[src/rtl/flexka_presum_adder.sv]
// Karatsuba pre-summation: writes lo + hi of one stacked operand (plus a carry limb) back onto the stack.
// wdata is combinational from rdata, so the buffer's rdata must come straight from a register.
module flexka_presum_adder #(
    parameter int unsigned FSIZE               = 32,
    parameter int unsigned IN_BUFFER_SIZE      = 256,
    parameter int unsigned BUFFER_READ_LATENCY = 2,
    localparam int unsigned AW                 = $clog2(IN_BUFFER_SIZE)
) (
    input  logic             clk,
    input  logic             rstn,
    input  logic             start,
    input  logic [AW-1:0]    src_pos,
    input  logic [AW-1:0]    src_size,
    input  logic [AW-1:0]    dst_pos,
    output logic             busy,
    output logic             done,
    output logic [AW-1:0]    res_size,
    output logic             read_valid,
    output logic [AW-1:0]    raddr0,
    output logic [AW-1:0]    raddr1,
    input  logic [FSIZE-1:0] rdata0,
    input  logic [FSIZE-1:0] rdata1,
    output logic             wren,
    output logic [AW-1:0]    waddr,
    output logic [FSIZE-1:0] wdata
);

    localparam int unsigned L = BUFFER_READ_LATENCY;

    typedef enum logic [1:0] {
        S_IDLE  = 2'd0,
        S_ISSUE = 2'd1,
        S_DRAIN = 2'd2,
        S_CARRY = 2'd3
    } state_t;

    state_t state, state_nx;

    logic [AW-1:0] idx;
    logic [AW-1:0] h_q;
    logic [AW-1:0] hl_q;
    logic [AW-1:0] dst_q;
    logic          carry;
    logic          carry_wr;

    // Tag pipeline; the last stage doubles as the write-port register.
    logic          pv [L];
    logic          pz [L];
    logic          pl [L];
    logic [AW-1:0] pa [L];

    logic [AW-1:0]  h_c;
    logic [AW-1:0]  hl_c;
    logic           accept_c;
    logic           issue_last_c;
    logic           last_ret_c;
    logic           carry_load_c;
    logic           finish_c;
    logic [FSIZE-1:0] hi_c;
    logic [FSIZE:0]   sum_c;

    // Address add modulo the buffer depth (depth need not be a power of two).
    function automatic logic [AW-1:0] wrap_add(input logic [AW-1:0] a, input logic [AW-1:0] b);
        logic [AW:0] s;
        s = {1'b0, a} + {1'b0, b};
        if (s >= (AW+1)'(IN_BUFFER_SIZE)) begin
            s = s - (AW+1)'(IN_BUFFER_SIZE);
        end
        return s[AW-1:0];
    endfunction

    assign h_c  = AW'(({1'b0, src_size} + (AW+1)'(1)) >> 1);
    assign hl_c = src_size >> 1;

    assign last_ret_c   = pv[L-1] && pl[L-1] && !carry_wr;
    assign issue_last_c = (state == S_ISSUE) && (idx == h_q - AW'(1));

    always_ff @(posedge clk or negedge rstn) begin
        if (!rstn) begin
            state <= S_IDLE;
        end else begin
            state <= state_nx;
        end
    end

    always_comb begin
        state_nx = state;
        case (state)
            S_IDLE:  if (start)        state_nx = S_ISSUE;
            S_ISSUE: if (issue_last_c) state_nx = S_DRAIN;
            S_DRAIN: if (last_ret_c)   state_nx = S_CARRY;
            S_CARRY:                   state_nx = S_IDLE;
            default:                   state_nx = S_IDLE;
        endcase
    end

    always_comb begin
        accept_c     = 1'b0;
        carry_load_c = 1'b0;
        finish_c     = 1'b0;
        case (state)
            S_IDLE:  accept_c     = start;
            S_DRAIN: carry_load_c = last_ret_c;
            S_CARRY: finish_c     = 1'b1;
            default: ;
        endcase
    end

    // Return-path sum; the missing hi limb of an odd operand reads as zero.
    always_comb begin
        hi_c  = pz[L-1] ? '0 : rdata1;
        sum_c = {1'b0, rdata0} + {1'b0, hi_c} + (FSIZE+1)'(carry);
        wdata = '0;
        if (pv[L-1]) begin
            wdata = carry_wr ? FSIZE'(carry) : sum_c[FSIZE-1:0];
        end
    end

    assign wren  = pv[L-1];
    assign waddr = pa[L-1];

    always_ff @(posedge clk or negedge rstn) begin
        if (!rstn) begin
            busy       <= 1'b0;
            done       <= 1'b0;
            res_size   <= '0;
            read_valid <= 1'b0;
            raddr0     <= '0;
            raddr1     <= '0;
            idx        <= '0;
            h_q        <= '0;
            hl_q       <= '0;
            dst_q      <= '0;
            carry      <= 1'b0;
            carry_wr   <= 1'b0;
            for (int k = 0; k < L; k++) begin
                pv[k] <= 1'b0;
                pz[k] <= 1'b0;
                pl[k] <= 1'b0;
                pa[k] <= '0;
            end
        end else begin
            done     <= carry_load_c;
            carry_wr <= carry_load_c;

            if (pv[L-1] && !carry_wr) begin
                carry <= sum_c[FSIZE];
            end

            if (accept_c) begin
                h_q        <= h_c;
                hl_q       <= hl_c;
                dst_q      <= dst_pos;
                res_size   <= h_c + AW'(1);
                idx        <= '0;
                carry      <= 1'b0;
                busy       <= 1'b1;
                read_valid <= 1'b1;
                raddr0     <= src_pos;
                raddr1     <= wrap_add(src_pos, h_c);
            end else if (state == S_ISSUE) begin
                if (issue_last_c) begin
                    read_valid <= 1'b0;
                end else begin
                    idx    <= idx + AW'(1);
                    raddr0 <= wrap_add(raddr0, AW'(1));
                    raddr1 <= wrap_add(raddr1, AW'(1));
                end
            end

            if (finish_c) begin
                busy <= 1'b0;
            end

            pv[0] <= read_valid;
            pa[0] <= wrap_add(dst_q, idx);
            pz[0] <= (idx >= hl_q);
            pl[0] <= (idx == h_q - AW'(1));
            for (int k = 1; k < L; k++) begin
                pv[k] <= pv[k-1];
                pa[k] <= pa[k-1];
                pz[k] <= pz[k-1];
                pl[k] <= pl[k-1];
            end

            // Carry limb rides the write-port stage the cycle after the last sum.
            if (carry_load_c) begin
                pv[L-1] <= 1'b1;
                pa[L-1] <= wrap_add(dst_q, h_q);
                pz[L-1] <= 1'b0;
                pl[L-1] <= 1'b0;
            end
        end
    end

endmodule

[config.mk]
export PLATFORM = sky130hd
export DESIGN_NAME = flexka_presum_adder
export DESIGN_NICKNAME = d
export VERILOG_FILES = /design/src/rtl/flexka_presum_adder.sv
export SDC_FILE = /design/constraint.sdc
export NUM_CORES = 1
export LEC_CHECK = 0
export BUFFER_PORTS_ARGS = -buffer_cell sky130_fd_sc_hd__buf_4
export CAP_MARGIN = 20
export CORE_ASPECT_RATIO = 1.75
export CORE_MARGIN = 10
export CORE_UTILIZATION = 45
export DETAILED_ROUTE_END_ITERATION = 8
export PLACE_DENSITY = 0.66
export RECOVER_POWER = 50
export SYNTH_ARGS = -nofsm -noshare
export SYNTH_HDL_FRONTEND = slang
export SYNTH_SLANG_ARGS = --single-unit
[constraint.sdc]
create_clock -name clk -period 3.4 [get_ports clk]
set_input_delay 0.17 -clock clk [delete_from_list [all_inputs] [get_ports clk]]
set_output_delay 0.17 -clock clk [all_outputs]
set_load 0.05 [all_outputs]
## Yosys cells after proc, flatten, opt, wreduce, memory -nomap -nowiden

Index checks and enable logic that the tools add are counted.

| storage, ports and cells | value |
|---|---|
| register bits after elaboration | 83 |
| input bits | 91 |
| output and inout bits | 68 |
| word-level logic and storage cells | 98 |

| cells by class | value |
|---|---|
| add/subtract/negate cells | 16 |
| order comparisons | 6 |
| eq/ne operators | 8 |
| muxes and demuxes | 35 |
| reductions and logical operators | 13 |

Operators with widths:

| cell | number |
|---|---|
| $mux W8 | 15 |
| $mux W32 | 3 |
| $sub A8 B1 Y8 const B | 6 |
| $ge A9 B9 Y1 const B | 5 |
| $add A32 B32 Y33 | 1 |
| $add A33 B1 Y33 | 1 |
| $add A8 B1 Y9 const B | 3 |
| $add A8 B8 Y9 | 3 |
| $add A8 B1 Y8 const B | 2 |
| $mux W1 | 13 |
| $eq A8 B8 Y1 | 1 |
| $ge A8 B7 Y1 | 1 |
| $ne A2 B2 Y1 const B | 4 |
| $pmux W2 S4 | 1 |
| $reduce_bool A2 Y1 | 4 |
| $mux W2 | 3 |
| $eq A2 B2 Y1 const B | 2 |
| $logic_and A1 B1 Y1 | 4 |
| $reduce_and A2 Y1 | 2 |
| $reduce_and A3 Y1 | 1 |
| $eq A2 B1 Y1 const B | 1 |
| $logic_not A2 Y1 | 1 |
| $logic_not A1 Y1 | 1 |

## Longest topological paths before layout

Gate-level depths: netlist of run 1.

| logic depth | value |
|---|---|
| word-level depth | 6 |
| gate-level depth with buffers | 13 |
| depth with buffers taken out | 12 |

## Worst setup path after synthesis of run 1

Ideal clock, no wire load.

| timing path | value |
|---|---|
| path kind | reg2out |
| start | register pz[0] (netlist bit) |
| end | output wdata[30] |
| arrival time | 3.480 ns |
| required time | 3.230 ns |
| path slack | -0.250 ns |
| stages on the path, launching flop included | 14 |
| path buffers | 1 |
| cells stage by stage | dfrtp_1 -> clkbuf_1 -> nand2b_1 -> fa_1 -> inv_1 -> fa_1 -> a21oi_1 -> o211ai_1 -> nand2_1 -> a21oi_1 -> o21bai_1 -> a211oi_1 -> nor3_1 -> nor3_1 |

| on the way | value |
|---|---|
| word-level cells in the longest chain between the ends | 5 |

Ends and longest elaborated chain:

| element | line | text |
|---|---|---|
| from (decl) | 48 | `logic pz [L];` |
| from (signal, indexed assignment) | 182 | `pz[k] <= pz[k-1];` |
| $mux W32 | 111 | `hi_c = pz[L-1] ? '0 : rdata1;` |
| $add A32 B32 Y33 | 112 | `sum_c = {1'b0, rdata0} + {1'b0, hi_c} + (FSIZE+1)'(carry);` |
| $add A33 B1 Y33 | 112 |  |
| $mux W32 | 115 | `wdata = carry_wr ? FSIZE'(carry) : sum_c[FSIZE-1:0];` |
| $mux W32 | 114 | `if (pv[L-1]) begin` |
| to (decl) | 25 | `output logic [FSIZE-1:0] wdata` |

No other way between the ends.

## Final worst setup path of run 1

| timing path | value |
|---|---|
| start | register pz[0] (netlist bit) |
| end | output wdata[28] |

The elaborated chain is that of the path after synthesis.

==> run_results.csv, run 1 <==
group,metric,value,unit
timing,layout_setup_ws,-0.08984,ns
critical_path,critPathRequiredTime,3.23,ns
floorplanning,num_rows,58,
power,swShare,53.07,%
timing,relSlewSlack,-21.09,%
floorplanning,die_area,0.02028,mm²
synth,synth_edf_count,0,
detailed_routing,drc,0,
clock_tree,clkTransAtPathRegs,0.06,ns
critical_path,cp_data_arrival_time,3.32,ns
timing,setup_viol,6,
clock_tree,clk_path_buf_depth,2,
detailed_routing,via_per_inst,5.369,
floorplanning,core_area,0.01444,mm²
synth,ys_async_sr_fraction,100.0,%
detailed_routing,num_vias,6239,
clock_tree,ctsHoldBuffers,0,
timing,timing.fmax,286.5,MHz
final_layout,final_common_cell,"buf_4",
synth,yosysUniqueCellTypes,56,
synth,netlist_area,0.006669,mm²
timing,hold_viol,0,
clock_tree,clock_sinks,83,
timing,timing.final.crit_share,102.6,%
clock_tree,root_buffer,"clkbuf_16",
clock_tree,cts_buffers,9,
global_routing,overflow,0,
detailed_routing,drt-initial-drc-count,295,
synth,ys_ff_latch,83,
floorplanning,initial_core_util,46.18,%
detailed_routing,drt-pass1-iter-count,4,
power,power.switching,5.143,mW
power,power_frac_seq,18.7,%
power,p_comb_share,71.8,%
critical_path,cp-end-kind,"output pin",
final_layout,multi_input_area,0.004564,mm²
floorplanning,io_pins,159,
detailed_routing,totalWireLength,20590,µm
power,p_clk_share,9.5,%
final_layout,n_fill_cell,1288,
timing,fin_crit,3.490,ns
final_layout,area_delta_synth_final,34.75,%
global_routing,grt_max_degree,73,
global_routing,grt_pass1_wl,32750,µm
synth,synthFlopType,"dfrtp_1",
detailed_routing,drtAntennaViolNets,0,
synth,syn-num-nets,952,
status,outcome,"finished, violations left",
detailed_routing,wl_per_cell,17.72,µm
final_layout,finalNonFillerCells,1162,
detailed_routing,wl_met1,7606,µm
final_layout,seqCellArea,0.002078,mm²
final_layout,post-route-util,62.22,%
hold_path,hold_class,"in -> reg",
final_layout,num_antenna_cells,0,
status,violations,"max-capacitance violations, max-slew violations, negative setup slack",
place,placed_cells,1123,
final_layout,drive_gt1_share,26.99,%
timing,whs,0.02206,ns
timing,worst_pin_slew,1.816,ns
power,power_density,1078,mW/mm²
final_layout,layout.nets,1143,
critical_path,cp_max_fo,6,
synth,seq_area_frac_synth,31.14,%
synth,syn_avg_cell_area,8.485,µm²
power,power,9.691,mW
detailed_routing,route.met2.wl,11370,µm
clock_tree,clk_latency,0.34,ns
floorplanning,die_w,112.0,µm
synth,syn_inst,786,
critical_path,critPathKind,"reg -> out",
detailed_routing,wl_met3,1022,µm
place,dp_hpwl,15890,µm
power,p_leak,4.325,nW
clock_tree,tritoncts,"done",
global_routing,grt.total_usage,19.52,%
power,irDropWorstVdd,0.5646,mV
power,p_int,4.548,mW
timing,slew_viol_final,73,
job,max-cap-violations,1,
floorplanning,dieHeight,181.0,µm
final_layout,final_cell_mix,"buf_4, nand2_1, dfrtp_1, ha_1, o21ai_0",
place,gp_congestion,0.8909,
timing,skew,0.006465,ns
global_routing,grt_pass1_vias,6576,
global_routing,antenna_found_initial,0,
critical_path,crit_path_start_kind,"flip-flop",
synth,yosysWarnings,0,
place,portBuffers,158,
detailed_routing,top_layer,"met4",
clock_tree,htree_num_levels,3,
timing,rsz0062_at_grt,"yes",
[state kept, by name, summed over array words and instances, names as in the netlist, 8 cells and up]
signal / cells
h_q: 8
raddr0: 8
pa: 8
idx: 8
raddr1: 8
dst_q: 8
waddr: 8
res_size: 8
[area by class of cell]
cell class                      count  area share, %
Tap cell                          180          2.506
Timing Repair Buffer              214          18.76
Inverter                           40          1.671
Multi-Input combinational cell    629          50.79
Clock buffer                       13          2.896
Clock inverter                      3         0.2506
Sequential cell                    83          23.13
[stage by stage]
| step | TNS, ns | cell area, µm² | setup slack (ns) |
|---|---|---|---|
| floorplan | 0 | 6686 | 0.003894 |
| global placement | -0.06016 | 8197 | -0.06016 |
| detailed placement | -0.1536 | 8197 | -0.1536 |
| CTS | -0.08553 | 8778 | -0.05094 |
| global route | -1.509 | 8986 | -0.1737 |
| finish | -0.2703 | 8986 | -0.08984 |
[Yosys cell counts (6+ instances only)]
| master | number | area, µm² |
|---|---|---|
| clkbuf_1 | 22 | 82.58 |
| nand2b_1 | 6 | 37.54 |
| nor2b_1 | 39 | 244.0 |
| xnor2_1 | 39 | 341.6 |
| a31oi_1 | 9 | 56.30 |
| nand4_1 | 12 | 75.07 |
| nor2_1 | 51 | 191.4 |
| a21o_1 | 23 | 172.7 |
| o21bai_1 | 8 | 60.06 |
| and2_1 | 15 | 93.84 |
| dfrtp_1 | 83 | 2077 |
| nor3_1 | 9 | 45.04 |
| inv_1 | 40 | 150.1 |
| nand3_1 | 20 | 100.1 |
| o211ai_1 | 6 | 45.04 |
| nand2_1 | 109 | 409.1 |
| o21ai_0 | 65 | 325.3 |
| a21oi_1 | 41 | 205.2 |
| buf_4 | 8 | 60.06 |
| xor2_1 | 46 | 402.9 |
| and3_1 | 8 | 50.05 |
| ha_1 | 70 | 875.8 |
[critical path, cell delays in order (launching register included)]
cell and delay, ns:
dfrtp_2 0.51, buf_12 0.18, nor2b_1 0.12, ha_1 0.27, a21oi_2 0.17, o211ai_1 0.16
a221o_1 0.37, or3b_4 0.39, o221a_4 0.25, o221ai_4 0.15, xor2_1 0.20, nor2_2 0.07
buf_6 0.15
[logic make-up after synthesis]
logic type                 after synthesis  synth area share, %
muxes                                    4               0.6379
buffers and inverters                   74                4.878
and+or+nand+nor                        289                21.13
AOI/OAI and AO/OA                      176                16.42
DFF                                     83                31.14
adders and majority gates               75                14.63
xor gates and xnor gates                85                11.16
[power groups by stage]
stage               clock network, mW  logic [mW]  registers, mW
finish                          0.919        6.96           1.82
global route                    0.989        7.50           1.88
CTS                             0.952        6.77           1.81
detailed placement                  0        6.42           1.81
global placement                    0        6.35           1.81
floorplan                           0        4.12           2.22
[layer usage]
metal	track usage, %	up-vias
li1	-	3078
met1	19.25	2935
met2	38.14	184
met3	4.378	42
met4	6.830	0
met5	0	-
[worst paths after layout]
kind,cells past startpoint,endpoint,slack [ns],start
max,12,wdata[28],-0.09,pz[0]
min,3,dst_q[0],0.02,dst_pos[0]
max reg2reg,13,carry,0.25,pz[0]
min reg2reg,0,pv[1],0.42,read_valid
max in group asynchronous,2,pz[0],1.71,rstn
min in group asynchronous,1,hl_q[0],0.33,rstn
[what timing repair did]
action / CTS / global route
cloned: 2 / 1
resized for setup: 40 / 47
pin swaps: 18 / 21
setup buffers: 8 / 12
endpoints found under the setup margin: 13 / 17
Note: power is estimated with default switching activity, not from simulation.
==> run 2, diff against run 1 <==
CELL_PAD_IN_SITES_DETAIL_PLACEMENT = 1   (was not set)
CELL_PAD_IN_SITES_GLOBAL_PLACEMENT = 1   (was not set)
CORE_UTILIZATION = 41   (was 45)
PLACE_DENSITY = 0.79   (was 0.66)
SKIP_CTS_REPAIR_TIMING = 1   (was not set)
clock period = 3.5 ns   (was 3.4 ns; I/O delays follow)
==> run_results.csv, run 2 (synthesis gave the netlist of run 1 again) <==
group,metric,value,unit
timing,skew,0.007447,ns
place,dp_hpwl,17440,µm
timing,setup_viol,0,
final_layout,final_common_cell,"buf_4",
critical_path,cp_data_arrival_time,3.26,ns
critical_path,critPathKind,"reg -> out",
final_layout,post-route-util,53.78,%
critical_path,critPathRequiredTime,3.32,ns
clock_tree,htree_num_levels,3,
timing,slew_viol_final,67,
critical_path,crit_family,"compound AO/OA/AOI/OAI gates",
detailed_routing,via_per_inst,5.474,
clock_tree,clk_path_buf_depth,2,
critical_path,cp_max_fo,16,
power,irDropWorstVdd,0.4933,mV
floorplanning,core_area,0.01595,mm²
power,power_density,1065,mW/mm²
detailed_routing,totalWireLength,22390,µm
global_routing,grt_pass1_wl,35080,µm
timing,whs,0.02341,ns
timing,timing.fmax,290.8,MHz
critical_path,cp_num_buf_inv,2,
detailed_routing,drt-pass1-iter-count,6,
critical_path,crit_path_start_kind,"flip-flop",
timing,fin_crit,3.439,ns
final_layout,finalNonFillerCells,1142,
clock_tree,clkTransAtPathRegs,0.06,ns
global_routing,grt.total_usage,19.87,%
final_layout,n_fill_cell,1938,
critical_path,cpPeakStageDelay,0.45,ns
timing,rsz0062_at_grt,"yes",
status,outcome,"finished, violations left",
detailed_routing,drt-initial-drc-count,254,
status,violations,"max-capacitance violations, max-slew violations",
clock_tree,cts_buffers,9,
floorplanning,die_w,116.4,µm
detailed_routing,drc,0,
floorplanning,num_rows,61,
final_layout,final_cell_mix,"buf_4, nand2_1, dfrtp_1, ha_1, o21ai_0",
critical_path,worst-r2r-setup-slack,0.48,ns
clock_tree,clk_latency,0.34,ns
final_layout,num_antenna_cells,0,
timing,timing.final.crit_share,98.25,%
detailed_routing,num_vias,6251,
timing,relSlewSlack,-13.14,%
global_routing,grt_max_degree,67,
critical_path,crit_chain,"buf_12 -> nor2b_1 -> ha_1 -> a21oi_2 -> o211ai_1 -> a221o_1 -> a21oi_1 -> o21ai_4 -> a31oi_2 -> o21ai_2 -> mux2_4 -> buf_6",
clock_tree,tritoncts,"done",
clock_tree,clock_sinks,83,
power,p_leak,4.134,nW
floorplanning,dieHeight,188.7,µm
global_routing,antenna_found_initial,0,
timing,worst_pin_slew,1.697,ns
clock_tree,root_buffer,"clkbuf_16",
detailed_routing,wl_per_cell,19.60,µm
critical_path,cp-end-kind,"output pin",
place,portBuffers,158,
place,placed_cells,1120,
detailed_routing,drtAntennaViolNets,0,
hold_path,hold_class,"in -> reg",
floorplanning,die_area,0.02197,mm²
final_layout,drive_gt1_share,22.67,%
global_routing,grt_pass1_vias,6857,
floorplanning,io_pins,159,
timing,hold_viol,0,
critical_path,cp_slowest_cell,"dfrtp_2",
job,max-cap-violations,1,
final_layout,area_delta_synth_final,28.63,%
final_layout,layout.nets,1114,
global_routing,overflow,0,
place,gp_congestion,0.9255,
floorplanning,initial_core_util,41.81,%
run 2: cell count changes in the layout (fill, tap and decap cells not counted), moves of 3 or more:
cell and delta:
clkbuf_1 +3, buf_6 -11, ha_1 +3, nor2_2 -3
nor2_1 +3, buf_4 -17
run 2: area by class of cell:
type | count | area (µm²) | area share, %
clock inverter | 6 | 90.09 | 1.050
timing repair buffer | 185 | 1339 | 15.61
clock buffer | 10 | 229.0 | 2.669
multi-input combinational | 629 | 4456 | 51.94
inverter | 40 | 150.1 | 1.750
tap | 189 | 236.5 | 2.757
sequential | 83 | 2078 | 24.23
run 2: worst reg2reg max path: cells and delay by family (launching register included):
| family | cells | cell delay (ns) |
|---|---|---|
| and+or+nand+nor | 3 | 0.50 |
| AOI/OAI and AO/OA | 6 | 1.17 |
| DFF | 1 | 0.45 |
| buffers and inverters | 2 | 0.26 |
| adders and majority gates | 2 | 0.59 |
run 2: report_power, final:
group	switching (mW)	total, mW	leakage [nW]	internal [mW]
clock network	0.401	1.03	0.153	0.627
logic	4.18	6.34	2.95	2.17
registers	0.388	1.77	1.03	1.38
total	4.97	9.14	4.13	4.17
run 2: metal layers:
layer	wire length, µm	global-route usage (%)
met4	509	6.721
met2	12750	39.46
met1	7885	18.92
met5	0	0
met3	1240	4.135
run 2: worst paths after layout:
kind / from / end / depth (start not counted)
setup / recovery: pz[0] / wdata[31] / 12
hold / removal: dst_pos[3] / dst_q[3] / 3
setup reg to reg: pz[0] / carry / 13
hold reg to reg: read_valid / pv[1] / 0
max in group asynchronous: rstn / busy / 2
min in group asynchronous: rstn / idx[0] / 1
run 2: metrics by stage:
step	setup WS (ns)	power, mW	TNS, ns	cell area, µm²
after floorplan	0.03250	6.154	0	6681
after global placement	0.2384	7.875	0	8113
after detailed placement	0.2047	8.023	0	8113
after CTS	-0.1646	9.108	-0.6642	8432
after global routing	-0.06254	9.795	-0.3368	8578
final	0.06138	9.138	0	8578
